File: config.mk
export PLATFORM = sky130hd
export DESIGN_NAME = stopwatch_input_ctrl
export DESIGN_NICKNAME = d
export VERILOG_FILES = /design/src/rtl/stopwatch_input_ctrl.sv
export SDC_FILE = /design/constraint.sdc
export NUM_CORES = 1
export LEC_CHECK = 0
export CAP_MARGIN = 15
export CORE_MARGIN = 3
export CORE_UTILIZATION = 40
export CTS_BUF_LIST = sky130_fd_sc_hd__clkbuf_2
export CTS_CLUSTER_DIAMETER = 100
export DETAILED_ROUTE_END_ITERATION = 7
export PLACE_DENSITY_LB_ADDON = 0.08
export SYNTH_ARGS = -nofsm -noshare
export SYNTH_HDL_FRONTEND = slang
export SYNTH_HIERARCHICAL = 1
export SYNTH_SLANG_ARGS = --single-unit
export TNS_END_PERCENT = 5
File: constraint.sdc
create_clock -name clk -period 2.7 [get_ports clk]
set_clock_uncertainty 0.05 [all_clocks]
set_input_delay 0.405 -clock clk [delete_from_list [all_inputs] [get_ports clk]]
set_output_delay 0.405 -clock clk [all_outputs]
set_load 0.05 [all_outputs]
File: src/rtl/stopwatch_input_ctrl.sv
// Stopwatch front end: button synchronisers and debouncers, single-shot press
// events held until the next display step, and the count/display tick dividers.

module stopwatch_input_db #(
    parameter int DB_CYCLES = 1000000
) (
    input  logic clk,
    input  logic rst_n,
    input  logic s,
    output logic level,
    output logic press
);
    localparam int DW = (DB_CYCLES > 1) ? $clog2(DB_CYCLES) : 1;
    localparam logic [DW-1:0] DB_LAST = DW'(DB_CYCLES - 1);

    typedef enum logic [1:0] {
        RELEASED   = 2'd0,
        WAIT_PRESS = 2'd1,
        PRESSED    = 2'd2,
        WAIT_REL   = 2'd3
    } db_state_t;

    db_state_t       state, state_n;
    logic [DW-1:0]   cnt, cnt_n;

    always_ff @(posedge clk or negedge rst_n) begin
        if (!rst_n) begin
            state <= RELEASED;
            cnt   <= '0;
            level <= 1'b0;
        end else begin
            state <= state_n;
            cnt   <= cnt_n;
            level <= (state_n == PRESSED) || (state_n == WAIT_REL);
        end
    end

    // press is only raised on the accepted rising edge; releases are silent
    always_comb begin
        state_n = state;
        cnt_n   = cnt;
        press   = 1'b0;
        case (state)
            RELEASED: begin
                if (s) begin
                    state_n = WAIT_PRESS;
                    cnt_n   = '0;
                end
            end
            WAIT_PRESS: begin
                if (!s) begin
                    state_n = RELEASED;
                end else if (cnt == DB_LAST) begin
                    state_n = PRESSED;
                    press   = 1'b1;
                end else begin
                    cnt_n = cnt + DW'(1);
                end
            end
            PRESSED: begin
                if (!s) begin
                    state_n = WAIT_REL;
                    cnt_n   = '0;
                end
            end
            WAIT_REL: begin
                if (s) begin
                    state_n = PRESSED;
                end else if (cnt == DB_LAST) begin
                    state_n = RELEASED;
                end else begin
                    cnt_n = cnt + DW'(1);
                end
            end
            default: state_n = RELEASED;
        endcase
    end
endmodule

module stopwatch_input_ctrl #(
    parameter int DB_CYCLES = 1000000,
    parameter int CNT_DIV   = 1000000,
    parameter int DISP_DIV  = 100000
) (
    input  logic clk,
    input  logic rst_n,
    input  logic btn_r,
    input  logic btn_p,
    output logic r_level,
    output logic p_level,
    output logic r_evt,
    output logic p_evt,
    output logic c_tick,
    output logic d_tick
);
    localparam int CW = $clog2(CNT_DIV);
    localparam int DDW = $clog2(DISP_DIV);
    localparam logic [CW-1:0]  C_LAST = CW'(CNT_DIV - 1);
    localparam logic [DDW-1:0] D_LAST = DDW'(DISP_DIV - 1);

    logic r_meta, s_r, p_meta, s_p;
    logic r_press, p_press, p_take;
    logic [CW-1:0]  c_cnt;
    logic [DDW-1:0] d_cnt;

    always_ff @(posedge clk or negedge rst_n) begin
        if (!rst_n) begin
            r_meta <= 1'b0;
            s_r    <= 1'b0;
            p_meta <= 1'b0;
            s_p    <= 1'b0;
        end else begin
            r_meta <= btn_r;
            s_r    <= r_meta;
            p_meta <= btn_p;
            s_p    <= p_meta;
        end
    end

    stopwatch_input_db #(.DB_CYCLES(DB_CYCLES)) u_db_r (
        .clk   (clk),
        .rst_n (rst_n),
        .s     (s_r),
        .level (r_level),
        .press (r_press)
    );

    stopwatch_input_db #(.DB_CYCLES(DB_CYCLES)) u_db_p (
        .clk   (clk),
        .rst_n (rst_n),
        .s     (s_p),
        .level (p_level),
        .press (p_press)
    );

    // R wins: a pending or simultaneous R event swallows any P press
    assign p_take = p_press && !r_evt && !r_press;

    always_ff @(posedge clk or negedge rst_n) begin
        if (!rst_n) begin
            r_evt <= 1'b0;
            p_evt <= 1'b0;
        end else begin
            if (r_press)             r_evt <= 1'b1;
            else if (d_tick && r_evt) r_evt <= 1'b0;
            if (p_take)              p_evt <= 1'b1;
            else if (d_tick && p_evt) p_evt <= 1'b0;
        end
    end

    always_ff @(posedge clk or negedge rst_n) begin
        if (!rst_n) begin
            c_cnt  <= '0;
            c_tick <= 1'b0;
            d_cnt  <= '0;
            d_tick <= 1'b0;
        end else begin
            c_cnt  <= (c_cnt == C_LAST) ? '0 : c_cnt + CW'(1);
            c_tick <= (c_cnt == C_LAST);
            d_cnt  <= (d_cnt == D_LAST) ? '0 : d_cnt + DDW'(1);
            d_tick <= (d_cnt == D_LAST);
        end
    end
endmodule

# Word-level counts from Yosys, hierarchy flattened
# Index checks and enable logic that the tools add are counted.
[op_classes] reduce_logical=14 eq_ne=22 n_addsub=4 muxes=38
[op_table] op="20-bit 2-to-1 mux" count=11
[op_table] op="20-bit case mux with 4 select lines" count=2
[op_table] op="20-bit by 1-bit adder with 20-bit output, second input constant" count=3
[op_table] op="20-bit == test, second input constant" count=3
[op_table] op="2-bit 2-to-1 mux" count=12
[op_table] op="17-bit by 1-bit adder with 17-bit output, second input constant" count=1
[op_table] op="17-bit == test, second input constant" count=1
[op_table] op="17-bit 2-to-1 mux" count=1
[op_table] op="2-bit == test, second input constant" count=8
[op_table] op="2-bit != test, second input constant" count=8
[op_table] op="2-bit case mux with 4 select lines" count=2
[op_table] op="1-bit 2-to-1 mux" count=10
[op_table] op="4-bit AND reduction" count=2
[op_table] op="2-bit by 1-bit == test with 1-bit output, second input constant" count=2
[op_table] op="1-bit logical AND" count=4
[op_table] op="2-bit logical NOT" count=2
[op_table] op="2-bit nonzero test" count=2
[op_table] op="1-bit logical NOT" count=2
[op_table] op="1-bit logical OR" count=2
[totals] regBits=91 inputBits=4 output_inout_bits=6 word_cells=94

# Depth between registers and ports, before layout
# Gate-level depths: netlist (run 1).
[depth] ltp_word=7 depth_mapped=8 ltp_nobuf=7

# Modules after synthesis
# The synthesis (run 1) kept the hierarchy.
[by_module_without_submodules] mod="stopwatch_input_db" cells_each=138 n_inst=2 seq_area_each_um2=550.5 area_each_um2=1239.9
[by_module_without_submodules] mod="stopwatch_input_ctrl" cells_each=190 n_inst=1 seq_area_each_um2=1126.1 area_each_um2=2074.5

# Worst setup path after synthesis (run 1)
# Ideal clock, no wire load.
[synth_timing] path_type="reg-to-reg" from="register u_db_p.cnt[8]" to="register u_db_p.cnt[13]" path_stages_with_launch=9 t_required_ps=2521 synth_period_minus_slack_ps=1930 path_buffers=2 slack_ps=770 t_arrival_ps=1751 setup_time_ps=129 path_cell_list="dfrtp_1 buf_6 or4b_4 nor4_4 a21o_4 inv_2 nand2_2 buf_6 o41ai_1"
[synth_between] elab_chain_len=4 word_cells_on_any_way=6 cone_classes="add/sub: 1; eq/ne: 1; mux: 4"
[synth_lines] element="from (decl)" line_no="24" text="logic [DW-1:0] cnt, cnt_n;"
[synth_lines] element="from (signal assigned)" line_no="33" text="cnt <= cnt_n;"
[synth_lines] element="20-bit by 1-bit adder with 20-bit output / 20-bit == test (equally long branches)"
[synth_lines] element="20-bit 2-to-1 mux (*)" line_no="53, 69"
[synth_lines] element="20-bit 2-to-1 mux (on tied branches)" line_no="67, 51"
[synth_lines] element="20-bit case mux with 4 select lines (*)" line_no="43" text="case (state)"
# Every way passes the cells marked *; elsewhere a longest branch is shown, timed or not. The select of a mux whose other input is x is not followed.
# A chain may end at the register's enable or synchronous reset.

# Final worst setup path (run 1)
[layout_timing] from="register u_db_r.level" to="output r_level"
[layout_rtl] element="from (decl)" line_no="10" text="output logic level,"
[layout_rtl] element="from (signal assigned)" line_no="34" text="level <= (state_n == PRESSED) || (state_n == WAIT_REL);"
[layout_rtl] element="to (decl)" line_no="89" text="output logic r_level,"
# No word-level cell between the ends.

==> results of run 1 <==
[synth_stat cells, drive strengths merged, types with 7 or more instances]
library cell	n	share of area, %
dfrtp	89	49
nor2	51	4.2
nand3	40	4.4
nand2	38	3.2
o21ai	37	4.1
nand4	19	2.9
xnor2	18	3.5
xor2	16	3.1
o31ai	14	2.3
and3	13	1.8
nor3	12	1.4
inv	11	0.91
a21oi	10	1.2
buf	10	1.8
nor4	9	2.2
a31oi	8	1.1
or3	8	1.1
a21o	7	1.5
[worst max path at each step]
| stage | from | end | slack, ps | depth (start not counted) |
|---|---|---|---|---|
| floorplan | u_db_p/cnt[8]$_DFFE_PN0P_ | u_db_p/cnt[13]$_DFFE_PN0P_ | 770 | 8 |
| global placement | u_db_r/cnt[0]$_DFFE_PN0P_ | p_evt$_DFFE_PN0P_ | 430 | 7 |
| detailed placement | u_db_r/cnt[0]$_DFFE_PN0P_ | p_evt$_DFFE_PN0P_ | 420 | 7 |
| CTS | u_db_r/level$_DFF_PN0_ | r_level | 300 | 1 |
| global route | u_db_r/cnt[0]$_DFFE_PN0P_ | p_evt$_DFFE_PN0P_ | 230 | 7 |
| finish | u_db_r/level$_DFF_PN0_ | r_level | 390 | 1 |
[metrics by stage]
stage               cells  hold slack (ps)
detailed placement    605              286
CTS                   622              140
global route          622              124
global placement      605              284
floorplan             466             59.4
finish                622              201
[flip-flops by register name (all words and copies together) (netlist names)]
register	count
c_cnt	20
u_db_p/cnt	20
u_db_r/cnt	20
d_cnt	17
c_tick	1
d_tick	1
p_evt	1
p_meta	1
r_evt	1
r_meta	1
s_p	1
s_r	1
u_db_p/level	1
u_db_p/state	1
u_db_r/level	1
u_db_r/state	1
[power by group]
group	leakage (nW)	switching (mW)	internal [mW]	total, mW
combinational	0.730	0.0712	0.0345	0.106
sequential	1.20	0.0188	1.35	1.37
clock	0.0717	0.469	0.215	0.684
total	2.00	0.559	1.60	2.16
[final cells by class]
type,instances,area (um^2)
timing repair buffer,16,155
clock buffer,9,45.0
tap,140,175
sequential,89,2230
multi-input combinational,350,2180
clock inverter,7,68.8
inverter,11,41.3
fill,1060,6090
[metal layers]
metal / vias to the layer above / global-route usage [%] / share of wire, %
met3: 14 / 3.32 / 3.6
met1: 1636 / 22.1 / 51
li1: 1727 / - / -
met4: 0 / 6.25 / 1.9
met2: 55 / 22.7 / 44
met5: - / 0 / 0
[cell families (layout without fill, tap and decap cells)]
logic type                 count (synthesis)  after routing  share of synthesized area (%)
and+or+nand+nor                          221            221                           27.1
AOI/OAI and AO/OA                         89             89                           12.6
DFF                                       89             89                           48.9
xor gates and xnor gates                  34             34                           6.54
buffers and inverters                     27             43                           3.21
adders and majority gates                  4              4                           1.10
muxes                                      2              2                          0.494
==> qor.yml, run 1 <==
cts-buffers-inserted: 9
synth_edf_count: 0
dieHeight_um: 113
regToRegStartpoint: "u_db_r/cnt[0]$_DFFE_PN0P_"
synth_ff_type: "dfrtp_1"
startpoint_type: "flop"
cts_tree: "built"
grt_setup_unrepaired: "false"
grt_max_degree: 57
syn2layout_area_growth_pct: 7.44
hold_viol: 0
clk_pin_slew_ps: 230
setup_slack_ps: 389
antenna_found_initial: 0
cts_root_buf: "clkbuf_2"
layout_commonest_cell: "dfrtp_1"
gp_congestion: 0.798
vias: 3432
cts-resized-gates: 0
port_buffers: 9
rrSetupSlack_ps: 440
hold_class: "primary input to flop"
status: "finished, final reports clean"
postSynth.asyncResetShare_pct: 100
route.detailed.drc: 0
io_pins: 10
dp_slack_ps: 424
timing.final.max_slew_violations: 0
grt-ovfl-total: 0
reg2reg_depth: 7
nets: 485
rows: 38
netlist_instances: 466
min_path_cells: 1
crit_family: "buffers and inverters"
fp.dieW_um: 113
slew_headroom_pct: 58.1
clkLatencyLatePin_ps: 570
synth_nets: 474
slowest_delay_ps: 830
netlist_area_mm2: 0.00455
p_per_area_mw_per_mm2: 441
routed_via_density: 5.52
start_util_pct: 41.5
post-cts-setup-buffers: 0
cts.path.max_buffers: 2
drtIter0Drc: 192
synth_cell_types: 53
finish.utilization_pct: 44.6
tns_ps: 0
cp_slowest_cell: "clkdlybuf4s50_1"
p_leak_nw: 2.00
cp.required_ps: 2250
worstHoldStart: "btn_p"
dpl.hpwl_um: 6280
yosys_warnings: 6
total_power_mw: 2.16
period_share_pct: 85.6
max_cap_violations: 0
tightestPinTransition_ps: 622
crit_type: "flop to primary output"
wl_per_cell_um: 14.5
critPathMaxFanout: 4
fmax_mhz: 433
design_area_mm2: 0.00489
grt_pass1_wl_um: 16100
vdd_drop_max_mv: 0.286
worstPathArrival_ps: 1860
rr_endpoint: "p_evt$_DFFE_PN0P_"
finalCriticalPeriod_ps: 2310
detail_route.wirelength_um: 9050
antenna_left: 0
cts_max_level: 3
die_area_mm2: 0.0127
drtPass1Iterations: 4
grt_pass1_vias: 3364
dpl_cell_area_mm2: 0.00477
layout-drive-gt1-share_pct: 8.92
avgSynthCellArea_um2: 9.77
cts_sinks: 89
postCtsHoldBufs: 1
core_mm2: 0.0110
end_kind: "primary output"
cp_num_buf_inv: 1
ys_ff_latch: 89
final-setup-viol-count: 0
n_antenna_cell: 0
whs_endpoint: "p_meta$_DFF_PN0_"
crit_chain: "clkdlybuf4s50_1"
ys_seq_area_share_pct: 48.9
grt_use_total_pct: 15.4
final_cell_mix: "dfrtp_1, nor2_1, nand3_1"
Power figures use the tool's default switching activity.
==> inputs of run 2 (changes only) <==
--- a/config.mk
+++ b/config.mk
@@ -6,6 +6,7 @@
 export NUM_CORES = 1
 export LEC_CHECK = 0
 export CAP_MARGIN = 15
+export CORE_ASPECT_RATIO = 1.25
 export CORE_MARGIN = 3
 export CORE_UTILIZATION = 40
 export CTS_BUF_LIST = sky130_fd_sc_hd__clkbuf_2
==> run 2 against run 1 <==
- routed wire length is 0.29% higher
- total power is 3.9% higher
- critical path depth stayed put
- combinational power hardly changed
- via count is 1.5% higher
- worst setup slack better by 7.3 ps
- die area hardly changed
- sequential share of layout area is 0.070 points lower
- cell area is 0.15% higher
- maximum frequency is 0.32% higher
- first-iteration DRC count is 32% lower
- critical path type unchanged
==> qor.yml, run 2 (synthesized netlist as in run 1, its figures left out) <==
status: "finished, final reports clean"  # unchanged
crit_type: "flop to primary output"  # unchanged
slowest_delay_ps: 830  # about the same
port_buffers: 9  # unchanged
routed_via_density: 5.67  # was 5.52
rows: 42  # was 38
nets: 485  # unchanged
critPathMaxFanout: 4  # unchanged
gp_congestion: 0.842  # was 0.798
pwr-share-seq_pct: 61.1  # was 63.4%
cts.path.max_buffers: 2  # unchanged
intPower_mw: 1.69  # was 1.60 mW
tightestPinTransition_ps: 617  # was 622 ps
slew_headroom_pct: 58.5  # was 58.1%
cp_num_buf_inv: 1  # unchanged
die_area_mm2: 0.0127  # about the same
antenna_found_initial: 0  # unchanged
io_pins: 10  # unchanged
p_switching_uw: 552  # was 559 uW
hold_viol: 0  # unchanged
dpl.hpwl_um: 6210  # was 6280 um
vdd_drop_max_mv: 0.231  # was 0.286 mV
p_leak_nw: 2.01  # was 2.00 nW
period_share_pct: 85.3  # was 85.6%
crit_chain: "clkdlybuf4s50_1"  # unchanged
dieHeight_um: 125  # was 113 um
grt_setup_unrepaired: "false"  # unchanged
worstPathArrival_ps: 1850  # was 1860 ps
clkLatencyLatePin_ps: 570  # about the same
cts-buffers-inserted: 9  # unchanged
detail_route.wirelength_um: 9070  # was 9050 um
cp.required_ps: 2250  # about the same
grt_pass1_vias: 3409  # was 3,364
startpoint_type: "flop"  # unchanged
fillers: 1042  # was 1,060
grt-ovfl-total: 0  # unchanged
layout_commonest_cell: "dfrtp_1"  # unchanged
dp_cells: 597  # was 605
fp.dieW_um: 101  # was 113 um
drtPass1Iterations: 4  # unchanged
drtIter0Drc: 130  # was 192
crit_family: "buffers and inverters"  # unchanged
power.share.clock_pct: 34.2  # was 31.7%
clk_pin_slew_ps: 230  # about the same
wl_per_cell_um: 14.8  # was 14.5 um
cts_sinks: 89  # unchanged
timing.final.max_slew_violations: 0  # unchanged
hold_class: "primary input to flop"  # unchanged
start_util_pct: 41.9  # was 41.5%
cts_tree: "built"  # unchanged
route.detailed.drc: 0  # unchanged
tns_ps: 0  # unchanged
fmax_mhz: 434  # was 433 MHz
layout-drive-gt1-share_pct: 8.92  # unchanged
combPwrFrac_pct: 4.7  # was 4.9%
final_cell_mix: "dfrtp_1, nor2_1, nand3_1"  # unchanged
cts_max_level: 3  # unchanged
reg.largest.list: "c_cnt x20, u_db_p/cnt x20, u_db_r/cnt x20"  # unchanged
grt_use_total_pct: 15.7  # was 15.4%
core_mm2: 0.0109  # was 0.0110 mm^2
syn2layout_area_growth_pct: 7.61  # was 7.44%
cts_root_buf: "clkbuf_2"  # unchanged
grt_pass1_wl_um: 16000  # was 16,100 um
switching_share_pct: 24.6  # was 25.9%
max_cap_violations: 0  # unchanged
n_antenna_cell: 0  # unchanged
stdcell_count: 614  # was 622
vias: 3484  # was 3,432
antenna_left: 0  # unchanged
finalCriticalPeriod_ps: 2300  # was 2310 ps
final-setup-viol-count: 0  # unchanged
grt_max_degree: 46  # was 57
end_kind: "primary output"  # unchanged
cts-resized-gates: 0  # unchanged
p_per_area_mw_per_mm2: 458  # was 441 mW/mm^2
cp_slowest_cell: "clkdlybuf4s50_1"  # unchanged
-- run 2: power groups by stage --
stage               registers, mW  clock network (mW)  logic [mW]
floorplan                    1.39                   0      0.0602
global placement             1.39                   0       0.108
detailed placement           1.39                   0       0.108
CTS                          1.37               0.800       0.109
global route                 1.38               0.850       0.122
finish                       1.37               0.767       0.106
-- run 2: repair_timing --
action                    4_1_cts  5_1_grt
setup buffers                   0        0
hold buffers                    1        0
hold endpoints to repair       44        0
-- run 2: area by class of cell --
type / instances / area, um^2 / area share (%)
well taps: 132 / 165 / 3.37
clock buffers: 10 / 50.0 / 1.02
flip-flops and latches: 89 / 2230 / 45.4
repair buffers: 16 / 155 / 3.17
inverters: 11 / 41.3 / 0.842
multi-input cells: 350 / 2180 / 44.5
clock inverters: 6 / 81.3 / 1.66
-- run 2: worst paths after layout --
path                                                start                    endpoint  slack, ps  cells after the start
worst max-delay path               u_db_p/level$_DFF_PN0_                     p_level        400                      1
worst max register to register  u_db_r/cnt[0]$_DFFE_PN0P_           p_evt$_DFFE_PN0P_        430                      7
max in group asynchronous                           rst_n         c_cnt[19]$_DFF_PN0_       1660                      3
worst min register to register           p_meta$_DFF_PN0_               s_p$_DFF_PN0_        340                      0
worst min-delay path                                btn_r            r_meta$_DFF_PN0_        200                      1
min in group asynchronous                           rst_n  u_db_r/cnt[19]$_DFFE_PN0P_        270                      2
-- run 2: through the flow --
| stage | power [mW] | area [um^2] | util [%] | setup slack, ps | hold slack (ps) |
|---|---|---|---|---|---|
| 3_5_place_dp | 1.50 | 4760 | 43.8 | 405 | 296 |
| 2_1_floorplan | 1.45 | 4550 | - | 770 | 59.4 |
| 5_1_grt | 2.35 | 4900 | 45.1 | 165 | 158 |
| 4_1_cts | 2.28 | 4900 | 45.1 | 313 | 143 |
| 3_3_place_gp | 1.50 | 4760 | 43.8 | 411 | 297 |
| 6_report | 2.24 | 4900 | 45.1 | 396 | 199 |
-- run 2: layer usage --
layer / share of wire [%] / wire [um] / vias up / GRT usage, %
li1: - / - / 1727 / -
met1: 48 / 4390 / 1682 / 21.6
met2: 46 / 4180 / 55 / 23.0
met3: 2.6 / 235 / 20 / 2.95
met4: 2.9 / 262 / 0 / 8.69
met5: 0 / 0 / - / 0
